### config.mk
export PLATFORM = sky130hd
export DESIGN_NAME = led_pattern_sequencer
export DESIGN_NICKNAME = d
export VERILOG_FILES = /design/src/rtl/led_pattern_sequencer.sv
export SDC_FILE = /design/constraint.sdc
export NUM_CORES = 1
export LEC_CHECK = 0
export ABC_CLOCK_PERIOD_IN_PS = 4600
export CAP_MARGIN = 40
export CELL_PAD_IN_SITES_DETAIL_PLACEMENT = 0
export CELL_PAD_IN_SITES_GLOBAL_PLACEMENT = 1
export CORE_ASPECT_RATIO = 0.9
export CORE_UTILIZATION = 43
export CTS_CLUSTER_DIAMETER = 50
export CTS_CLUSTER_SIZE = 12
export DETAILED_ROUTE_END_ITERATION = 8
export GPL_TIMING_DRIVEN = 0
export HOLD_SLACK_MARGIN = 0.1
export PLACE_DENSITY_LB_ADDON = 0.1
export SETUP_SLACK_MARGIN = 0.3
export SLEW_MARGIN = 20
export SYNTH_ARGS = -nofsm -noshare
export SYNTH_HDL_FRONTEND = slang
export SYNTH_SLANG_ARGS = --single-unit
### constraint.sdc
create_clock -name clock_in -period 4.6 [get_ports clock_in]
set_input_delay 0.69 -clock clock_in [delete_from_list [all_inputs] [get_ports clock_in]]
set_output_delay 0.69 -clock clock_in [all_outputs]
set_load 0.005 [all_outputs]
### src/rtl/led_pattern_sequencer.sv
// ---------------------------------------------------------------------------
// led_pattern_sequencer
//
// Purpose:
//   Takes the slow square wave produced by the clock divider (same clock
//   domain), turns its edges into single-cycle step strobes and advances one
//   of four LED patterns on each strobe. A one-cycle wrap pulse marks the end
//   of every pattern period for downstream status logic.
//
// Ports:
//   clock_in  in   system clock (same clock as the divider)
//   reset     in   synchronous, active-high reset
//   tick_in   in   slow square wave from the divider
//   run       in   1 = running, 0 = stopped with LEDs dark
//   hold      in   1 = freeze the pattern while running (steps discarded)
//   mode      in   [1:0] 0 walk, 1 binary, 2 bounce, 3 blink
//   dir       in   0 = up/left, 1 = down/right (walk and binary only)
//   leds      out  [LED_COUNT-1:0] LED drive, active-high
//   wrap      out  one-cycle pulse when the pattern completes a period
//
// Parameters:
//   LED_COUNT  number of LEDs, 2..16
//
// Build option:
//   LED_SEQ_BOTH_EDGES_EN  when defined, both edges of tick_in produce a
//                          step (one step per divider interval); otherwise
//                          only rising edges step the pattern.
// ---------------------------------------------------------------------------
module led_pattern_sequencer #(
  parameter int LED_COUNT = 5
) (
  input  logic                 clock_in,
  input  logic                 reset,
  input  logic                 tick_in,
  input  logic                 run,
  input  logic                 hold,
  input  logic [1:0]           mode,
  input  logic                 dir,
  output logic [LED_COUNT-1:0] leds,
  output logic                 wrap
);

  localparam int IDX_W = $clog2(LED_COUNT);
  localparam logic [IDX_W-1:0]     IDX_LAST     = IDX_W'(LED_COUNT - 1);
  localparam logic [LED_COUNT-1:0] LED_NONE     = '0;
  localparam logic [LED_COUNT-1:0] LED_ALL      = '1;
  localparam logic [LED_COUNT-1:0] LED_LSB      = LED_COUNT'(1);
  localparam logic [LED_COUNT-1:0] LED_MSB      = LED_LSB << (LED_COUNT - 1);
  // One position short of either end of the bounce travel; the direction
  // flag flips on the step that leaves these positions.
  localparam logic [LED_COUNT-1:0] LED_NEAR_MSB = LED_MSB >> 1;
  localparam logic [LED_COUNT-1:0] LED_NEAR_LSB = LED_LSB << 1;

  typedef enum logic [0:0] {
    STOPPED = 1'b0,
    RUNNING = 1'b1
  } state_t;

  state_t               state_reg, state_next;
  logic [LED_COUNT-1:0] leds_reg, leds_next;
  logic                 wrap_reg, wrap_next;
  logic [IDX_W-1:0]     index_reg, index_next;
  logic                 bounce_dn_reg, bounce_dn_next;
  logic                 tick_q;
  logic [1:0]           mode_q;

  logic                 step;
  logic [LED_COUNT-1:0] start_pattern;
  logic [LED_COUNT-1:0] rot_left;
  logic [LED_COUNT-1:0] rot_right;

`ifdef LED_SEQ_BOTH_EDGES_EN
  assign step = tick_in ^ tick_q;
`else
  assign step = tick_in & ~tick_q;
`endif

  // Single-position rotations of the current pattern, used by walk mode.
  genvar gi;
  generate
    for (gi = 0; gi < LED_COUNT; gi++) begin : g_rot
      assign rot_left[gi]  = leds_reg[(gi + LED_COUNT - 1) % LED_COUNT];
      assign rot_right[gi] = leds_reg[(gi + 1) % LED_COUNT];
    end
  endgenerate

  always_comb begin
    case (mode)
      2'd0, 2'd2: start_pattern = LED_LSB;
      default:    start_pattern = LED_NONE;
    endcase
  end

  always_comb begin
    state_next     = state_reg;
    leds_next      = leds_reg;
    wrap_next      = 1'b0;
    index_next     = index_reg;
    bounce_dn_next = bounce_dn_reg;

    case (state_reg)
      STOPPED: begin
        leds_next = LED_NONE;
        if (run) begin
          // Starting always loads a fresh pattern; a coincident step is lost.
          state_next     = RUNNING;
          leds_next      = start_pattern;
          index_next     = '0;
          bounce_dn_next = 1'b0;
        end
      end

      RUNNING: begin
        if (!run) begin
          state_next = STOPPED;
          leds_next  = LED_NONE;
        end else if (mode != mode_q) begin
          // Mode switch restarts the new pattern; it never counts as a wrap.
          leds_next      = start_pattern;
          index_next     = '0;
          bounce_dn_next = 1'b0;
        end else if (step && !hold) begin
          case (mode)
            2'd0: begin
              // index tracks steps taken, independent of direction, so a
              // mid-period dir change does not move the wrap point.
              leds_next = dir ? rot_right : rot_left;
              if (index_reg == IDX_LAST) begin
                index_next = '0;
                wrap_next  = 1'b1;
              end else begin
                index_next = index_reg + IDX_W'(1);
              end
            end
            2'd1: begin
              if (dir) begin
                leds_next = leds_reg - LED_LSB;
                wrap_next = (leds_reg == LED_NONE);
              end else begin
                leds_next = leds_reg + LED_LSB;
                wrap_next = (leds_reg == LED_ALL);
              end
            end
            2'd2: begin
              if (!bounce_dn_reg) begin
                leds_next = leds_reg << 1;
                if (leds_reg == LED_NEAR_MSB) begin
                  bounce_dn_next = 1'b1;
                end
              end else begin
                leds_next = leds_reg >> 1;
                if (leds_reg == LED_NEAR_LSB) begin
                  bounce_dn_next = 1'b0;
                  wrap_next      = 1'b1;
                end
              end
            end
            2'd3: begin
              leds_next = (leds_reg == LED_NONE) ? LED_ALL : LED_NONE;
              wrap_next = (leds_reg != LED_NONE);
            end
          endcase
        end
      end

      default: begin
        state_next = STOPPED;
        leds_next  = LED_NONE;
      end
    endcase
  end

  always_ff @(posedge clock_in) begin
    if (reset) begin
      state_reg     <= STOPPED;
      leds_reg      <= '0;
      wrap_reg      <= 1'b0;
      index_reg     <= '0;
      bounce_dn_reg <= 1'b0;
      tick_q        <= 1'b0;
      mode_q        <= 2'd0;
    end else begin
      state_reg     <= state_next;
      leds_reg      <= leds_next;
      wrap_reg      <= wrap_next;
      index_reg     <= index_next;
      bounce_dn_reg <= bounce_dn_next;
      tick_q        <= tick_in;
      mode_q        <= mode;
    end
  end

  assign leds = leds_reg;
  assign wrap = wrap_reg;

endmodule

==> summary.txt <==
Critical path
  • R2R Path Start: leds[1]$_SDFFE_PP0P_
  • Startpoint types: primary input
  • R2R setup slack: around 2400 ps
  • Crit Path Max Fanout: 5
  • CP startpoint: dir
  • Critical path type: primary input to flip-flop
  • CP required: a little under 5000 ps
  • Crit Reg-Reg Endpoint: leds[2]$_SDFFE_PP0P_
  • Register-to-Register Path Depth: 6
  • Crit path DAT: ~3100 ps
  • Worst Setup End Kind: flip-flop

Clock tree
  • Worst-Skew Late Latency: 280 ps
  • Clock sink total: 14
  • Post-CTS setup buffer count: 0
  • CTS root buffer: clkbuf_4
  • Reg clk slew, reported paths: 90 ps
  • # hold bufs at CTS: 0
  • CTS tree: yes
  • Clock buffer depth: 2
  • Gates resized, CTS repair: 0
  • Number of CTS-inserted buffers: 3
  • Htree depth: 1

Timing
  • Tcrit/Tclk final: between 60 and 70%
  • Clk_skew: roughly 2.4 ps
  • Setup TNS: 0 ps
  • FMAX: about 0.35 GHz
  • Fin. Hold Viols: 0
  • Unrepaired setup endpoints after global routing: no
  • Slew HR: 53.70%
  • Final setup vio count: 0
  • Final WS setup: between 1500 and 2000 ps
  • Slew @ Worst Pin: 689.2 ps
  • Fin crit period: 2857 ps
  • Final Max Tran Viols: 0
  • WHS: 529.7 ps

Logic synthesis
  • Number of synthesized flops with an enable pin: 0
  • Post-synthesis cell area: around 0.0011 mm2
  • Synth Flop Type: dfxtp_1
  • Sequential-to-total area share from yosys stat: 25.69%
  • Unique masters post-synth: 40
  • Ys Warns: 0
  • Post-synth net total: approximately 150
  • Post-synthesis register bit count: 14
  • Mapped Cells: around 130
  • Syn_area_per_cell: around 8.3 um2
  • Post-synth ARST share: 0%

Drt
  • # DRC: 0
  • Post-Route WL: 2.642 mm
  • Vias: between 1000 and 1500
  • Post-DRT Antenna Nets: 0
  • Pre-Repair DR Iteration Count: 5
  • Avg WL per Cell: 15.45 um
  • Via/cell ratio: about 5.9
  • Iteration-0 DRC Markers: 24

Layout
  • Max reg flops: 5
  • Syn-to-layout area delta: 14.68%
  • Commonest non-fill, non-tap cell in the layout: dfxtp_1
  • Nets: roughly 160
  • Most frequent cells in the layout: dfxtp_1, nor2_1, clkdlybuf4s50_1
  • ANT cells: 0
  • Final non-filler cell total: between 150 and 200
  • Ratio of cells with drive above 1 in the final layout: between 10% and 20%
  • Final instance area: 0.001251 mm2
  • Utilization after layout: between 50% and 60%

Global routing
  • First-pass GRT wire length: ~4.6 mm
  • GRT overflow: 0
  • Vias in the first global route: about 940
  • Largest net degree at the start of global routing: 11
  • Initial antenna violation count: 0
  • Total track usage: 23.12%

Place
  • Pre-CTS setup slack: 1463 ps
  • Dpl cells: between 150 and 200
  • Port bufs: 9
  • GP Congestion: roughly 0.83
  • Post-place instance area: 0.001215 mm2
  • Hpwl dp: ~1.9 mm

Pwr
  • PD cells: 212.0 mW/mm2
  • Worst vdd ir: 0.1713 mV
  • Tot Pwr: about 270 uW
  • Pleak: between 0.4 and 0.5 nW

Die
  • Die Width: around 55 um
  • # IOs: 14
  • Die height: roughly 50 um
  • Row Count: 16
  • Die area: 0.002743 mm2
  • Initial Util: a little under half
  • Core area: between 0.002 and 0.0025 mm2

Flow run
  • Max-cap violations: 0

Hold path
  • Worst hold path class: flip-flop to flip-flop
  • WHS Endpoint: index_reg[2]$_SDFFE_PP0P_
  • Hold path start: index_reg[2]$_SDFFE_PP0P_
  • Hold depth: 2

Status
  • Outcome: finished, final reports clean
[cell families after synthesis]
kind of cell | Yosys count | share of synthesized area [%]
AO/OA/AOI/OAI | 30 | 20.18
XOR/XNOR | 5 | 4.014
adder cells (fa/ha/maj) | 6 | 7.569
buffers and inverters | 20 | 8.257
flip-flops | 14 | 25.69
multiplexers | 9 | 10.66
AND/OR/NAND/NOR | 47 | 23.62
[how the worst max path moves through the flow]
| stage | endpoint | slack [ps] |
|---|---|---|
| final | leds[2]$_SDFFE_PP0P_ | 1740 |
| after global routing | leds[2]$_SDFFE_PP0P_ | 1600 |
| after CTS | leds[4]$_SDFFE_PP0P_ | 1750 |
| after detailed placement | leds[4]$_SDFFE_PP0P_ | 1460 |
| after global placement | leds[4]$_SDFFE_PP0P_ | 1520 |
| after floorplan | leds[2]$_SDFFE_PP0P_ | 2240 |
[Yosys cell counts, types with 2 or more instances]
library cell  count  share of area [%]
a2111oi_0         2                1.6
a211oi_1          5                3.4
a21oi_1           6                2.8
a22oi_1           2                1.4
a41oi_1           2                1.6
and3_1            2                1.1
buf_2             6                2.8
clkbuf_1          5                1.7
dfxtp_1          14                 26
ha_1              5                5.7
inv_1             8                2.8
mux2i_1           6                5.5
mux4_2            2                4.1
nand2_1           8                2.8
nand2b_1          4                2.3
nand3_1           2               0.92
nand4_1           3                1.7
nor2_1           12                4.1
nor2b_1           5                2.9
nor3_1            3                1.4
nor3b_1           3                2.1
o21ai_0           5                2.3
xor2_1            4                3.2
[layout make-up]
cell class | instances | area [um2]
fillers | 214 | 1031
multi-input cells | 97 | 720.7
flip-flops and latches | 14 | 280.3
repair buffers | 9 | 90.09
plain buffers | 12 | 60.06
clock buffers | 4 | 36.28
well taps | 27 | 33.78
inverters | 8 | 30.03
[critical path, stage by stage]
cell and delay (ps):
clkdlybuf4s50_1 550, clkbuf_1 300, inv_1 170, fa_1 480, xor2_1 180, mux4_2 460, a211oi_1 240
[where the power goes]
group	internal [mW]	switching, mW	leakage, nW
sequential	0.124	0.00147	0.114
combinational	0.0207	0.0274	0.324
clock	0.0482	0.0440	0.0210
total	0.192	0.0729	0.459
[routing by layer]
metal | part of all wire [%] | GRT usage (%)
met5 | 0 | 0
met4 | 0.45 | 2.500
met3 | 5.7 | 6.173
met2 | 43 | 32.13
met1 | 51 | 36.16
Note: power is estimated with default switching activity, not from simulation.
